--- config.mk ---
export PLATFORM = sky130hd
export DESIGN_NAME = debug_port
export DESIGN_NICKNAME = d
export VERILOG_FILES = /design/src/rtl/debug_port.sv
export SDC_FILE = /design/constraint.sdc
export NUM_CORES = 1
export LEC_CHECK = 0
export ABC_CLOCK_PERIOD_IN_PS = 2640
export CORE_ASPECT_RATIO = 0.9
export CORE_MARGIN = 1
export CORE_UTILIZATION = 23
export DETAILED_ROUTE_END_ITERATION = 10
export PLACE_DENSITY = 0.48
export SYNTH_ARGS = -nofsm -noshare
export SYNTH_HDL_FRONTEND = slang
export SYNTH_SLANG_ARGS = --single-unit
--- constraint.sdc ---
create_clock -name CLK -period 2.64 [get_ports CLK]
set_clock_uncertainty 0.05 [all_clocks]
set_input_delay 0.792 -clock CLK [delete_from_list [all_inputs] [get_ports CLK]]
set_output_delay 0.792 -clock CLK [all_outputs]
set_load 0.05 [all_outputs]
--- src/rtl/debug_port.sv ---
// Host debug register port: synchronised host strobes, opcode/address/data registers,
// core capture register and memory address counter. Optional STATUS read via DEBUG_STATUS_REG_EN.
`timescale 1ns/1ps
module debug_port (
  input  logic        CLK,
  input  logic        RESET,
  input  logic [7:0]  DEBUG_DIN,
  output logic [7:0]  DEBUG_DOUT,
  input  logic [2:0]  DEBUG_ADDR,
  input  logic        DEBUG_RD,
  input  logic        DEBUG_WR,
  output logic [15:0] DEBUG_MEM_ADDR,
  output logic [15:0] DEBUG_MEM_DATA_OUT,
  input  logic        DEBUG_ADDR_INCX,
  input  logic        DEBUG_ADDR_LDX,
  input  logic        DEBUG_DOUT_LDX,
  input  logic [1:0]  DEBUG_DATAX,
  output logic [2:0]  DEBUG_OPX,
  output logic [3:0]  DEBUG_ARGX,
  input  logic [15:0] DEBUG_DIN_DIN,
  input  logic [15:0] DEBUG_REGB_DATA,
  input  logic [15:0] DEBUG_CC_DATA,
  input  logic [15:0] DEBUG_PC_A_NEXT,
  output logic        DEBUG_REQX,
  input  logic        DEBUG_ACKX
);

  localparam logic [2:0] OP_NONE   = 3'd0;
  localparam logic [2:0] A_OPX     = 3'd0;
  localparam logic [2:0] A_MAL     = 3'd1;
  localparam logic [2:0] A_MAH     = 3'd2;
  localparam logic [2:0] A_MDL     = 3'd3;
  localparam logic [2:0] A_MDH     = 3'd4;
  localparam logic [2:0] A_STATUS  = 3'd5;

  // Index 0 = WR strobe, index 1 = RD strobe
  logic [1:0] w_strobe;
  logic [1:0] r_meta;
  logic [1:0] r_sync;
  logic [1:0] r_dly;
  logic [1:0] w_fire;

  assign w_strobe = {DEBUG_RD, DEBUG_WR};

  genvar gi;
  generate
    for (gi = 0; gi < 2; gi++) begin : g_sync
      always_ff @(posedge CLK or negedge RESET) begin
        if (!RESET) begin
          r_meta[gi] <= 1'b0;
          r_sync[gi] <= 1'b0;
          r_dly[gi]  <= 1'b0;
        end else begin
          r_meta[gi] <= w_strobe[gi];
          r_sync[gi] <= r_meta[gi];
          r_dly[gi]  <= r_sync[gi];
        end
      end
      assign w_fire[gi] = r_dly[gi] & ~r_sync[gi];
    end
  endgenerate

  logic       w_wr_fire;
  logic       w_rd_fire;
  assign w_wr_fire = w_fire[0];
  assign w_rd_fire = w_fire[1];

  logic [7:0]  r_mal;
  logic [7:0]  r_mah;
  logic [7:0]  r_mdl;
  logic [7:0]  r_mdh;
  logic [2:0]  r_opx;
  logic [3:0]  r_argx;
  logic        r_reqx;
  logic [15:0] r_cap;
  logic [15:0] r_mem_addr;

  always_ff @(posedge CLK or negedge RESET) begin
    if (!RESET) begin
      r_mal  <= 8'h00;
      r_mah  <= 8'h00;
      r_mdl  <= 8'h00;
      r_mdh  <= 8'h00;
      r_opx  <= OP_NONE;
      r_argx <= 4'h0;
    end else if (w_wr_fire) begin
      case (DEBUG_ADDR)
        A_OPX: begin
          r_opx  <= DEBUG_DIN[2:0];
          r_argx <= DEBUG_DIN[7:4];
        end
        A_MAL:   r_mal <= DEBUG_DIN;
        A_MAH:   r_mah <= DEBUG_DIN;
        A_MDL:   r_mdl <= DEBUG_DIN;
        A_MDH:   r_mdh <= DEBUG_DIN;
        default: ;
      endcase
    end
  end

  // A new request (opcode write or streamed MDH read) outranks a same-cycle acknowledge.
  logic w_req_set;
  assign w_req_set = (w_wr_fire && (DEBUG_ADDR == A_OPX) && (DEBUG_DIN[2:0] != OP_NONE)) ||
                     (w_rd_fire && (DEBUG_ADDR == A_MDH) && (r_opx != OP_NONE));

  always_ff @(posedge CLK or negedge RESET) begin
    if (!RESET) begin
      r_reqx <= 1'b0;
    end else if (w_req_set) begin
      r_reqx <= 1'b1;
    end else if (DEBUG_ACKX) begin
      r_reqx <= 1'b0;
    end
  end

  always_ff @(posedge CLK or negedge RESET) begin
    if (!RESET) begin
      r_cap <= 16'h0000;
    end else if (DEBUG_DOUT_LDX) begin
      case (DEBUG_DATAX)
        2'd0:    r_cap <= DEBUG_DIN_DIN;
        2'd1:    r_cap <= DEBUG_REGB_DATA;
        2'd2:    r_cap <= DEBUG_CC_DATA;
        default: r_cap <= DEBUG_PC_A_NEXT;
      endcase
    end
  end

  always_ff @(posedge CLK or negedge RESET) begin
    if (!RESET) begin
      r_mem_addr <= 16'h0000;
    end else if (DEBUG_ADDR_LDX) begin
      r_mem_addr <= {r_mah, r_mal};
    end else if (DEBUG_ADDR_INCX) begin
      r_mem_addr <= r_mem_addr + 16'd2;
    end
  end

  logic [7:0] w_status;
`ifdef DEBUG_STATUS_REG_EN
  assign w_status = {r_reqx, 4'b0000, r_opx};
`else
  assign w_status = 8'h00;
`endif

  logic [7:0] w_dout;
  always_comb begin
    w_dout = 8'h00;
    if (DEBUG_RD) begin
      case (DEBUG_ADDR)
        A_OPX:    w_dout = {r_argx, 1'b0, r_opx};
        A_MAL:    w_dout = r_mal;
        A_MAH:    w_dout = r_mah;
        A_MDL:    w_dout = r_cap[7:0];
        A_MDH:    w_dout = r_cap[15:8];
        A_STATUS: w_dout = w_status;
        default:  w_dout = 8'h00;
      endcase
    end
  end

  // DIN[3] has no register behind it.
  logic w_unused;
  assign w_unused = DEBUG_DIN[3];

  assign DEBUG_DOUT         = w_dout;
  assign DEBUG_MEM_ADDR     = r_mem_addr;
  assign DEBUG_MEM_DATA_OUT = {r_mdh, r_mdl};
  assign DEBUG_OPX          = r_opx;
  assign DEBUG_ARGX         = r_argx;
  assign DEBUG_REQX         = r_reqx;

endmodule

==> summary.txt <==
Pleak: 2.51 nW
Worst Setup Slack, final: -0.0381 ns
Placed cells: 647
Placer congestion estimate: 0.717
Design Power: 0.00450 W
Hold slack: 0.301 ns
IO Port Bufs: 132
Post-synthesis to final-layout area growth: 58.9%
Pin count of the biggest net entering global routing: 48
Outcome: complete, but fails checks
CP delay by family, top: buffers and inverters
WP data arrival: 1.84 ns
DR WL/cell: 17.5 µm
Yosys warning count: 0
HPWL after DPL: 9.39 mm
Cell chain of the critical path: buf_8, and2b_1, nor2b_1, buf_4, a22oi_2, a21oi_4, buf_12
Maximum VDD drop: 0.404 mV
Final Hold Viols: 0
Fmax: 0.373 GHz
Post-synth top flop: dfrtp_1
CTS tree: built
Gr ovfl total: 0
DRT Wirelength: 11.7 mm
Post-CTS Hold Buffers: 0
Yosys reg bits: 78
Multi-input gate area: 2060 µm²
Post-synth top cells: dfrtp_1 (78), mux2_2 (57), nand2_1 (19)
Final Cell Area: 6280 µm²
Rel. slew slack: 60.3%
Initial antenna violation count: 0
Final critical-path share of the clock period: 101%
Post-route ant nets: 0
Worst path max stage delay: 0.20 ns
Finished Layout Cells: 667
Post-synth ARST share: 100%
Required time of the critical path: 1.80 ns
Core area: 16800 µm²
Sum Neg Setup Slack: -0.180 ns
Vias: 3017
Largest cells by area after synthesis: dfrtp_1 (49%), mux2_2 (16%), mux4_2 (6.3%)
Top Ports: 133
DRT Pass-1 Iters: 4
First-pass GRT wire length: 18.7 mm
Count leader, synth: dfrtp_1
Share of post-route cells with drive strength above 1: 36.6%
Clock slew at reported path FFs: 0.06 ns
Vias in the first global route: 3273
Synth top area share: 49.4%
Die Width: 140 µm
Sequential cell area fraction in the yosys report: 49.4%
Starting Density: 23.5%
Syn Nets: 382
Row Count: 45
Number of synthesized flops with an enable pin: 0
Slowest CP cell: and2b_1
Slew @ Worst Pin: 0.593 ns
Synthesized area per cell: 13.3 µm²
Failing checks: negative setup slack
Synth unique cells: 37
CTS Sinks: 78
Register Area: 1950 µm²
Final setup vio count: 7
CTS Buf Count: 9
Drt via density: 4.52
Period minus WS final: 2.68 ns
Worst Setup End Kind: output pin
Synth Cell Area: 3950 µm²
RSZ-0062 raised after global routing: yes
Fillers: 1621
Residual DRC: 0
Dominant cell type by area after synthesis: dfrtp_1
NumNets Final: 537
DP Area: 5840 µm²
Crit Path Category: in -> out
Critical Path Fanout Max: 7
Cells after synthesis: 296
CTS root buffer: clkbuf_16
Startpoint Class: primary input
Pwr Density: 716 nW/µm²
Final Slew Violations: 0
Crit path buffers/inverters: 3
H-tree depth: 3
Max cap viols: 0
Clock buffer depth: 2
Min-delay worst type: reg -> reg
Worst-Skew Late Latency: 0.33 ns
Gr usage total: 14.0%
Die height: 126 µm
Die area: 17700 µm²
DR iter-0 viols: 123
N_diodes: 0
-- final timing paths --
| path | startpoint | endpoint | slack (ns) | depth (start not counted) |
|---|---|---|---|---|
| max in group asynchronous | RESET | DEBUG_MEM_ADDR[11] | 1.59 | 2 |
| min in group asynchronous | RESET | r_cap[14] | 0.34 | 1 |
| worst min-delay path | r_meta[1] | r_sync[1] | 0.30 | 0 |
| worst max register to register | DEBUG_MEM_ADDR[1] | DEBUG_MEM_ADDR[15] | 0.87 | 5 |
| worst min register to register | r_meta[1] | r_sync[1] | 0.30 | 0 |
| worst max-delay path | DEBUG_ADDR[0] | DEBUG_DOUT[5] | -0.04 | 7 |
-- what timing repair did --
action / in CTS / in global routing
pin swaps: 6 / 8
cloned: 1 / 0
gates resized for setup: 32 / 7
endpoints found under the setup margin: 8 / 8
setup buffers: 3 / 0
-- metrics by stage --
stage / util [%] / setup WS, ns
finish: 37.3 / -0.0381
global route: 37.3 / -0.0749
CTS: 37.2 / -0.0562
detailed placement: 34.7 / -0.598
global placement: 34.7 / -0.580
floorplan: - / -0.0820
-- per-layer routing --
metal | vias up | wire length, µm | track usage, %
met4 | 0 | 180 | 5.37
met5 | - | 0 | 0
met1 | 1483 | 5370 | 18.4
met2 | 119 | 5400 | 22.5
li1 | 1402 | - | -
met3 | 13 | 704 | 3.25
-- sequential cells by signal, summed over array words and instances (netlist names) --
signal,cells
r_mdl,8
r_cap,16
DEBUG_REQX,1
DEBUG_ARGX,4
r_mah,8
r_mal,8
r_sync,2
r_mdh,8
r_meta,2
DEBUG_MEM_ADDR,16
DEBUG_OPX,3
r_dly,2
-- logic make-up (layout without fill, tap and decap cells) --
group,Yosys count,in the layout,share of synthesized area [%]
muxes,84,84,28.9
DFF,78,78,49.4
and+or+nand+nor,63,63,9.85
AOI/OAI and AO/OA,39,39,5.54
buffers and inverters,17,177,2.88
xor gates and xnor gates,14,14,3.10
adders and majority gates,1,1,0.317
-- final cells by class --
type                            count  share of cell area [%]
Multi-Input combinational cell    201                    32.8
Sequential cell                    78                    31.1
Timing Repair Buffer              159                    27.0
Tap cell                          211                    4.20
Clock buffer                        9                    3.59
Clock inverter                      7                    1.28
Inverter                            2                   0.120
-- cells in the final DEF, fill, tap and decap left out, types with 8 or more instances in the layout --
cell type        count
mux2i_1              8
clkdlybuf4s50_1    116
o21ai_0             14
dfrtp_1             78
a22oi_2              8
mux2_2              57
nand2_1             18
xnor2_1              8
clkbuf_16            9
nor2_1              10
mux4_2              11
buf_12              13
buf_4               23
-- worst register-to-register path, stage by stage (launching register included) --
cell and delay [ns]:
dfrtp_1 0.44, ha_1 0.26, nand4_1 0.22, nor4_2 0.31
xor2_1 0.11, mux2_2 0.27
-- report_power, final --
| part | internal [W] | leakage (nW) | switching (W) |
|---|---|---|---|
| combinational | 0.000677 | 1.41 | 0.000849 |
| clock | 0.000747 | 0.149 | 0.000524 |
| sequential | 0.00143 | 0.950 | 0.000265 |
Note: power is estimated with default switching activity, not from simulation.
